[config.mk]
export PLATFORM = sky130hd
export DESIGN_NAME = key_sequencer
export DESIGN_NICKNAME = d
export VERILOG_FILES = /design/src/rtl/key_sequencer.sv
export SDC_FILE = /design/constraint.sdc
export NUM_CORES = 1
export LEC_CHECK = 0
export ABC_AREA = 1
export BUFFER_PORTS_ARGS = -buffer_cell sky130_fd_sc_hd__buf_2
export CELL_PAD_IN_SITES_DETAIL_PLACEMENT = 0
export CELL_PAD_IN_SITES_GLOBAL_PLACEMENT = 1
export CORE_UTILIZATION = 30
export CTS_CLUSTER_DIAMETER = 30
export DETAILED_ROUTE_END_ITERATION = 7
export GPL_TIMING_DRIVEN = 0
export PLACE_DENSITY = 0.62
export SYNTH_ARGS = -nofsm -noshare
export SYNTH_HDL_FRONTEND = slang
export SYNTH_SLANG_ARGS = --single-unit
[constraint.sdc]
create_clock -name clk -period 4.7 [get_ports clk]
set_input_delay 0.47 -clock clk [delete_from_list [all_inputs] [get_ports clk]]
set_output_delay 0.47 -clock clk [all_outputs]
set_load 0.05 [all_outputs]
[src/rtl/key_sequencer.sv]
// key_sequencer
//   Operand-entry controller between the keypad encoder and the arithmetic
//   datapath. Detects new key presses, accumulates decimal digits into two
//   unsigned binary operands, records the operator, and on Enter offers one
//   valid/ready command that stays stable until accepted.
//
//   Optional feature macro: KEY_SEQUENCER_CHAIN_EN
//     Adds result/result_valid inputs. A returned result is latched, and an
//     operator pressed before any A digit uses it as operand A.
//
// Ports
//   clk          system clock, rising edge
//   rst          asynchronous active-high reset
//   keycode      0-9 digit, 10 add, 11 sub, 12 enter, 13/14 unused, 15 multi
//   keystrobe    level, high while a key is held
//   result       (chain build only) datapath result
//   result_valid (chain build only) result strobe
//   cmd_valid    command available
//   cmd_ready    datapath accepts command
//   op_a, op_b   operands, unsigned binary
//   op_sel       0 = add, 1 = sub
//   disp_value   operand currently being entered
//   key_err      one-cycle pulse on a rejected key
module key_sequencer #(
    parameter int NUM_DIGITS = 4,
    parameter int WIDTH      = 16
) (
    input  logic             clk,
    input  logic             rst,
    input  logic [3:0]       keycode,
    input  logic             keystrobe,
`ifdef KEY_SEQUENCER_CHAIN_EN
    input  logic [WIDTH-1:0] result,
    input  logic             result_valid,
`endif
    output logic             cmd_valid,
    input  logic             cmd_ready,
    output logic [WIDTH-1:0] op_a,
    output logic [WIDTH-1:0] op_b,
    output logic             op_sel,
    output logic [WIDTH-1:0] disp_value,
    output logic             key_err
);

    localparam int CNT_W = $clog2(NUM_DIGITS + 1);
    localparam logic [CNT_W-1:0] MAX_CNT = CNT_W'(NUM_DIGITS);

    typedef enum logic [1:0] {
        ENTER_A = 2'd0,
        ENTER_B = 2'd1,
        ISSUE   = 2'd2
    } state_t;

    state_t           state_q, state_d;
    logic [WIDTH-1:0] op_a_q, op_a_d;
    logic [WIDTH-1:0] op_b_q, op_b_d;
    logic [WIDTH-1:0] disp_q, disp_d;
    logic [CNT_W-1:0] count_q, count_d;
    logic             op_sel_q, op_sel_d;
    logic             cmd_valid_q, cmd_valid_d;
    logic             key_err_q, key_err_d;
    logic             strobe_q, strobe_d;
`ifdef KEY_SEQUENCER_CHAIN_EN
    logic [WIDTH-1:0] chain_val_q, chain_val_d;
    logic             chain_flag_q, chain_flag_d;
`endif

    logic key_event;
    logic is_digit;
    logic is_op;
    logic is_enter;
    logic digit_ok;

    // x*10 + d as shift-add; the parameter constraint rules out overflow.
    function automatic logic [WIDTH-1:0] mul10_add(input logic [WIDTH-1:0] x,
                                                   input logic [3:0]       d);
        return (x << 3) + (x << 1) + {{(WIDTH-4){1'b0}}, d};
    endfunction

    always_comb begin
        state_d     = state_q;
        op_a_d      = op_a_q;
        op_b_d      = op_b_q;
        count_d     = count_q;
        op_sel_d    = op_sel_q;
        cmd_valid_d = cmd_valid_q;
        key_err_d   = 1'b0;
        strobe_d    = keystrobe;
`ifdef KEY_SEQUENCER_CHAIN_EN
        chain_val_d  = chain_val_q;
        chain_flag_d = chain_flag_q;
`endif

        // Rising edge of the level strobe: a held key yields one event.
        key_event = keystrobe & ~strobe_q;
        is_digit  = (keycode <= 4'd9);
        is_op     = (keycode == 4'd10) || (keycode == 4'd11);
        is_enter  = (keycode == 4'd12);
        digit_ok  = is_digit && (count_q < MAX_CNT);

        case (state_q)
            ENTER_A: begin
                if (key_event) begin
                    if (digit_ok) begin
                        op_a_d  = mul10_add(op_a_q, keycode);
                        count_d = count_q + CNT_W'(1);
`ifdef KEY_SEQUENCER_CHAIN_EN
                        chain_flag_d = 1'b0;
`endif
                    end else if (is_op) begin
                        op_sel_d = keycode[0];
                        count_d  = '0;
                        op_b_d   = '0;
                        state_d  = ENTER_B;
`ifdef KEY_SEQUENCER_CHAIN_EN
                        if ((count_q == '0) && chain_flag_q) begin
                            op_a_d = chain_val_q;
                        end
`endif
                    end else if (!is_enter) begin
                        // Full operand, codes 13-15.
                        key_err_d = 1'b1;
                    end
                end
            end

            ENTER_B: begin
                if (key_event) begin
                    if (digit_ok) begin
                        op_b_d  = mul10_add(op_b_q, keycode);
                        count_d = count_q + CNT_W'(1);
                    end else if (is_op) begin
                        // Last operator pressed wins.
                        op_sel_d = keycode[0];
                    end else if (is_enter) begin
                        cmd_valid_d = 1'b1;
                        state_d     = ISSUE;
                    end else begin
                        key_err_d = 1'b1;
                    end
                end
            end

            ISSUE: begin
                // Keys are dropped here, including one on the handshake edge.
                if (key_event) begin
                    key_err_d = 1'b1;
                end
                if (cmd_valid_q && cmd_ready) begin
                    cmd_valid_d = 1'b0;
                    op_a_d      = '0;
                    op_b_d      = '0;
                    count_d     = '0;
                    state_d     = ENTER_A;
                end
            end

            default: begin
                state_d = ENTER_A;
            end
        endcase

`ifdef KEY_SEQUENCER_CHAIN_EN
        // A fresh result re-arms chaining even if a digit lands the same cycle.
        if (result_valid) begin
            chain_val_d  = result;
            chain_flag_d = 1'b1;
        end
`endif

        disp_d = (state_d == ENTER_A) ? op_a_d : op_b_d;
    end

    always_ff @(posedge clk or posedge rst) begin
        if (rst) begin
            state_q     <= ENTER_A;
            op_a_q      <= '0;
            op_b_q      <= '0;
            disp_q      <= '0;
            count_q     <= '0;
            op_sel_q    <= 1'b0;
            cmd_valid_q <= 1'b0;
            key_err_q   <= 1'b0;
            strobe_q    <= 1'b0;
`ifdef KEY_SEQUENCER_CHAIN_EN
            chain_val_q  <= '0;
            chain_flag_q <= 1'b0;
`endif
        end else begin
            state_q     <= state_d;
            op_a_q      <= op_a_d;
            op_b_q      <= op_b_d;
            disp_q      <= disp_d;
            count_q     <= count_d;
            op_sel_q    <= op_sel_d;
            cmd_valid_q <= cmd_valid_d;
            key_err_q   <= key_err_d;
            strobe_q    <= strobe_d;
`ifdef KEY_SEQUENCER_CHAIN_EN
            chain_val_q  <= chain_val_d;
            chain_flag_q <= chain_flag_d;
`endif
        end
    end

    assign cmd_valid  = cmd_valid_q;
    assign op_a       = op_a_q;
    assign op_b       = op_b_q;
    assign op_sel     = op_sel_q;
    assign disp_value = disp_q;
    assign key_err    = key_err_q;

endmodule

* Word level (Yosys, flattened, before mapping) *
Index checks and enable logic that the tools add are counted.

storage, ports and cells
  logic and storage cells = 83
  bits of input ports = 8
  register bits = 57
  output and inout port bits = 51

cells by class
  add/subtract/negate cells = 5
  bitwise logic cells = 3
  reductions and logical operators = 11
  $lt $le $gt $ge = 2
  equal/unequal tests = 13
  mux-type cells = 40

operators by type and width
  cell                   number
  $mux W16               10
  $pmux W16 S3           1
  $add A16 B16 Y16       2
  $add A16 B4 Y16        2
  $pmux W16 S2           1
  $mux W3                6
  $mux W2                8
  $ne A2 B2 Y1 const B   7
  $eq A4 B4 Y1 const B   3
  $reduce_and A6 Y1      2
  $mux W1                10
  $pmux W3 S3            1
  $pmux W2 S3            1
  $le A4 B4 Y1 const B   1
  $logic_not A2 Y1       2
  $pmux W1 S2            2
  $reduce_and A4 Y1      1
  $add A3 B1 Y3 const B  1
  $lt A3 B3 Y1 const B   1
  $ne A3 B3 Y1 const B   1
  $reduce_bool A3 Y1     1
  $eq A2 B1 Y1 const B   1
  $eq A2 B2 Y1 const B   1
  $logic_and A1 B1 Y1    2
  other kinds (5)        6

* Longest topological paths before layout *
  word-level depth = 8
  gate-level depth with buffers = 16
  depth with buffers taken out = 16

* Worst setup path before layout *
No wires, ideal clock.

  path kind = reg2reg
  from = reg op_b_q[0], in the netlist op_b[0]
  to = reg disp_q[14], in the netlist disp_value[14]
  path slack = 2.071 ns
  data required time = 4.584 ns
  stages on the path, launching flop included = 15
  arrival = 2.513 ns
  path buffers = 0
  cell sequence = dfrtp_1 inv_1 fa_1 inv_1 fa_1 nand3_1 nand3_1 nand3_1 nand3_1 nand2_1 nand3_1 nand2_1 nand2_1 nand2_1 nand2_1

on the way
  word-level cells in the longest chain between the ends = 6

RTL lines
  what                      RTL line  text
  start: declaration        56        logic [WIDTH-1:0] op_b_q, op_b_d;
  start signal: assignment  192       op_b_q <= op_b_d;
  $add A16 B16 Y16          77        return (x << 3) + (x << 1) + {{(WIDTH-4){1'b0}}, d};
  $add A16 B4 Y16           77
  $mux W16                  129       if (digit_ok) begin
  $mux W16                  128       if (key_event) begin
  $pmux W16 S3              101       case (state_q)
  named net op_b_d[14]      56
  $mux W16                  171       disp_d = (state_d == ENTER_A) ? op_a_d : op_b_d;
  named net disp_d[14]      57        logic [WIDTH-1:0] disp_q, disp_d;
  end signal: assignment    193       disp_q <= disp_d;
  end: declaration          57

The timed path passes the listed nets, and every way through them passes these cells.
A chain may end at the register's enable or synchronous reset.

* Final worst setup path *
  from = reg op_b_q[2], in the netlist op_b[2]
  to = reg disp_q[13], in the netlist disp_value[13]

Same word-level chain as after synthesis.

==> report_table.html <==
<table>
<tr><th>Metric</th><th>Value</th></tr>
<tr><th colspan="2">Routing</th></tr>
<tr><td>DR vias</td><td>~4300</td></tr>
<tr><td>Mean routed wirelength per cell</td><td>between 10 and 15 um</td></tr>
<tr><td>Post-route ant nets</td><td>0</td></tr>
<tr><td>Final wirelength</td><td>around 13 mm</td></tr>
<tr><td>Detailed Route Iter0 Violations</td><td>between 150 and 200</td></tr>
<tr><td>Vias per Instance</td><td>around 4.7</td></tr>
<tr><td>Number of iterations in the first detailed-routing pass</td><td>6</td></tr>
<tr><td>Drt drc</td><td>12</td></tr>
<tr><th colspan="2">Clock network</th></tr>
<tr><td>Clock tree from TritonCTS</td><td>built</td></tr>
<tr><td>Clock Sink Count</td><td>between 50 and 60</td></tr>
<tr><td>Maximum clock insertion buffer count</td><td>2</td></tr>
<tr><td>Number of clock buffers inserted by TritonCTS</td><td>9</td></tr>
<tr><td>Post-CTS setup buffer count</td><td>0</td></tr>
<tr><td>Root Buffer Master</td><td>sky130_fd_sc_hd__clkbuf_16</td></tr>
<tr><td>Clock transition at the registers of the reported paths</td><td>~0.05 ns</td></tr>
<tr><td>Clock latency on the worst-skew pair</td><td>~0.33 ns</td></tr>
<tr><td>Number of gates given a new drive strength after cts</td><td>0</td></tr>
<tr><td>Total of hold buffers inserted after clock tree synthesis</td><td>0</td></tr>
<tr><td>Max H-tree Level</td><td>3</td></tr>
<tr><th colspan="2">Timing</th></tr>
<tr><td>Final-report setup violation count</td><td>0</td></tr>
<tr><td>Setup repair after global routing missed its margin</td><td>false</td></tr>
<tr><td>Maximum clock frequency</td><td>about 380 MHz</td></tr>
<tr><td>Final number of hold-violating endpoints</td><td>0</td></tr>
<tr><td>Shortest clock period the worst path allows after layout</td><td>between 2 and 3 ns</td></tr>
<tr><td>Least-Margin Pin Slew</td><td>0.710 ns</td></tr>
<tr><td>Post-route fraction of the period consumed by the critical path</td><td>between 50% and 60%</td></tr>
<tr><td>Max-slew violation count</td><td>0</td></tr>
<tr><td>Clock tree skew after final layout</td><td>roughly 0.0053 ns</td></tr>
<tr><td>Fin Setup TNS</td><td>0 ns</td></tr>
<tr><td>Final-layout worst hold slack</td><td>~0.26 ns</td></tr>
<tr><td>Worst slew margin</td><td>a little over half</td></tr>
<tr><th colspan="2">Logic synthesis</th></tr>
<tr><td>Synthesized Nets</td><td>a little over 700</td></tr>
<tr><td>Fraction of the yosys area taken by sequential cells</td><td>between 30% and 40%</td></tr>
<tr><td>Ranking of synthesized cells by area</td><td>sky130_fd_sc_hd__dfrtp_1 32%, sky130_fd_sc_hd__nand2_1 19%, sky130_fd_sc_hd__ha_1 16%, sky130_fd_sc_hd__inv_1 8.5%, sky130_fd_sc_hd__nand3_1 5.2%</td></tr>
<tr><td>Area share of the largest cell type after synthesis</td><td>roughly a third</td></tr>
<tr><td>Number of warnings issued by yosys</td><td>0</td></tr>
<tr><td>Count of flip-flops with a built-in enable after synthesis</td><td>0</td></tr>
<tr><td>Combined area of all synthesized cells</td><td>roughly 0.0045 sq mm</td></tr>
<tr><td>Count of unique library cells instantiated by Yosys</td><td>39</td></tr>
<tr><td>Leading cell types by count after synthesis</td><td>232 x sky130_fd_sc_hd__nand2_1, 102 x sky130_fd_sc_hd__inv_1, 57 x sky130_fd_sc_hd__dfrtp_1, 57 x sky130_fd_sc_hd__ha_1</td></tr>
<tr><td>Mean cell area of the mapped netlist</td><td>between 6 and 7 sq um</td></tr>
<tr><td>Post-synthesis async set-or-reset flop share</td><td>100%</td></tr>
<tr><td>Most common flop cell mapped by yosys</td><td>sky130_fd_sc_hd__dfrtp_1</td></tr>
<tr><td>Synth Instances</td><td>about 650</td></tr>
<tr><td>Dominant cell by count in the synthesized netlist</td><td>sky130_fd_sc_hd__nand2_1</td></tr>
<tr><td>Number of register bits inferred by synthesis</td><td>57</td></tr>
<tr><td>Most area-hungry cell type in the Yosys netlist</td><td>sky130_fd_sc_hd__dfrtp_1</td></tr>
<tr><th colspan="2">Final layout</th></tr>
<tr><td>Final-stage net count</td><td>a little under 800</td></tr>
<tr><td>Final Instance Area</td><td>0.00536 sq mm</td></tr>
<tr><td>Antenna diode instance count</td><td>0</td></tr>
<tr><td>Finished Layout Cells</td><td>910</td></tr>
<tr><td>Share of cells above drive strength 1</td><td>between 10% and 20%</td></tr>
<tr><td>Area growth, synth to finish</td><td>18.4%</td></tr>
<tr><th colspan="2">Worst setup path</th></tr>
<tr><td>Cell occurring most often along the worst timing path</td><td>sky130_fd_sc_hd__nand2_1</td></tr>
<tr><td>Number of buffers and inverters on the critical path</td><td>2</td></tr>
<tr><td>Worst Path Required</td><td>between 4 and 5 ns</td></tr>
<tr><td>Capturing element type of the critical path</td><td>flop</td></tr>
<tr><td>Data arrival time at the worst-slack endpoint</td><td>~2.8 ns</td></tr>
<tr><td>Type of the worst setup path</td><td>flop to flop</td></tr>
<tr><td>Critical path, cell by cell</td><td>inv_1, fa_1, inv_1, ha_1, nand2_1, a21oi_1, nand3_1, nand4_1, nand3_1, nand2_1, nand2_1, nand2_1, nand2_1</td></tr>
<tr><td>Cell family with most CP delay</td><td>adder cells</td></tr>
<tr><td>Largest stage delay on the critical path</td><td>about 0.48 ns</td></tr>
<tr><td>Worst Setup Start Kind</td><td>flop</td></tr>
<tr><td>Largest fanout on the critical path</td><td>4</td></tr>
<tr><td>Critical Path Slowest Stage Cell</td><td>sky130_fd_sc_hd__fa_1</td></tr>
<tr><th colspan="2">Pwr</th></tr>
<tr><td>Maximum vdd ir drop</td><td>about 250 uV</td></tr>
<tr><td>Lkg Pwr</td><td>approximately 3.1 nW</td></tr>
<tr><td>Power density over the cells</td><td>between 600 and 700 mW/mm^2</td></tr>
<tr><th colspan="2">Job</th></tr>
<tr><td>Max-cap violations</td><td>0</td></tr>
<tr><th colspan="2">Placed design</th></tr>
<tr><td>HPWL after DPL</td><td>10.6 mm</td></tr>
<tr><td>Placer's final routability congestion estimate</td><td>approximately 0.8</td></tr>
<tr><td>Total instance count after detailed placement</td><td>about 890</td></tr>
<tr><td>Number of port buffers</td><td>58</td></tr>
<tr><td>Dpl cell area</td><td>a little over 0.005 sq mm</td></tr>
<tr><th colspan="2">Die</th></tr>
<tr><td>Effective utilization at floorplan</td><td>30.9%</td></tr>
<tr><td>Die height</td><td>125 um</td></tr>
<tr><td>I/O Pins</td><td>around 60</td></tr>
<tr><td>Core area</td><td>0.0146 sq mm</td></tr>
<tr><td>Die boundary width</td><td>between 100 and 150 um</td></tr>
<tr><td>Num rows</td><td>44</td></tr>
<tr><td>Die area</td><td>between 0.015 and 0.02 sq mm</td></tr>
<tr><th colspan="2">Global route</th></tr>
<tr><td>Maximum number of pins on one net before global-route repair</td><td>34</td></tr>
<tr><td>Total overflow reported by the global router</td><td>0</td></tr>
<tr><td>Total global-route track usage</td><td>17.5%</td></tr>
<tr><td>Number of antenna violations at the first check in global routing</td><td>0</td></tr>
<tr><td>Wire length of the first global-routing pass</td><td>approximately 21 mm</td></tr>
<tr><td>Via count of the first global-routing pass</td><td>about 4200</td></tr>
<tr><th colspan="2">Run status</th></tr>
<tr><td>Outcome</td><td>complete, but fails checks</td></tr>
<tr><td>Violations in the final reports</td><td>DRC</td></tr>
<tr><th colspan="2">Hold path</th></tr>
<tr><td>Path class of the lowest-slack min-delay path</td><td>input pin to async pin</td></tr>
</table>
## layer usage
metal	routed length [um]	track usage (%)
met1	6550	24.7
met4	156	3.34
met3	513	3.48
met5	0	0
met2	5690	27.7
## sequential cells by signal, summed over array words and instances, names as in the netlist
name / count
cmd_valid: 1
state_q: 2
count_q: 3
disp_value: 16
op_a: 16
key_err: 1
strobe_q: 1
op_b: 16
op_sel: 1
## path summary, 6_finish.rpt
kind                                         start                       end  slack (ns)  cells past startpoint
min in group clk                         keystrobe        strobe_q$_DFF_PP0_        0.26                      1
max in group asynchronous                      rst         op_b[1]$_DFF_PP0_        3.85                      3
worst min-delay path                           rst        op_b[11]$_DFF_PP0_        0.26                      2
worst max-delay path             op_b[2]$_DFF_PP0_  disp_value[13]$_DFF_PP0_        2.09                     13
worst max register to register   op_b[2]$_DFF_PP0_  disp_value[13]$_DFF_PP0_        2.09                     13
worst min register to register  op_sel$_DFFE_PP0P_        op_sel$_DFFE_PP0P_        0.49                      2
## cells in the final DEF, fill, tap and decap left out, types with 4 or more instances in the layout
cell / n
sky130_fd_sc_hd__ha_1: 57
sky130_fd_sc_hd__o21ai_0: 13
sky130_fd_sc_hd__fa_1: 4
sky130_fd_sc_hd__clkbuf_16: 9
sky130_fd_sc_hd__nand2_1: 232
sky130_fd_sc_hd__inv_1: 101
sky130_fd_sc_hd__inv_2: 5
sky130_fd_sc_hd__o22ai_1: 10
sky130_fd_sc_hd__clkbuf_1: 4
sky130_fd_sc_hd__buf_2: 62
sky130_fd_sc_hd__o21ai_1: 10
sky130_fd_sc_hd__a21oi_1: 19
sky130_fd_sc_hd__nand3_1: 47
sky130_fd_sc_hd__nand4_1: 9
sky130_fd_sc_hd__nor3_1: 5
sky130_fd_sc_hd__dfrtp_1: 57
sky130_fd_sc_hd__nor2_1: 47
## power breakdown
part           leakage (nW)  switching (mW)  internal (mW)
Sequential            0.746           0.165          0.666
Combinational          2.20            1.49          0.585
Clock                 0.144           0.212          0.422
## stage by stage
step	total power [mW]	utilization [%]	setup WS [ns]
CTS	3.58	36.6	2.10
detailed placement	2.93	34.6	1.83
finish	3.54	36.6	2.09
global placement	2.91	34.4	1.85
global route	3.84	36.6	1.87
floorplan	2.39	-	2.07
## cell type report
type | instances | area (sq um)
buffer | 7 | 38.8
tap | 184 | 230
multi-input combinational | 480 | 2660
clock buffer | 13 | 250
inverter | 107 | 402
fill | 1600 | 9290
sequential | 57 | 1430
clock inverter | 3 | 40.0
timing repair buffer | 59 | 310
## logic make-up after synthesis
logic type / Yosys count / share of synthesized area [%]
AOI/OAI and AO/OA: 64 / 8.30
xor gates and xnor gates: 3 / 0.581
adders and majority gates: 61 / 17.5
buffers and inverters: 114 / 9.73
DFF: 57 / 31.5
and+or+nand+nor: 352 / 32.3
## worst reg2reg max path: cells and delay by family, from the launching register on
family / cells / cell delay (ns)
fa+ha+maj: 2 / 0.75
compound gates: 1 / 0.39
simple gates: 8 / 0.73
flops: 1 / 0.44
buf+inv: 2 / 0.17
Note: power is estimated with default switching activity, not from simulation.
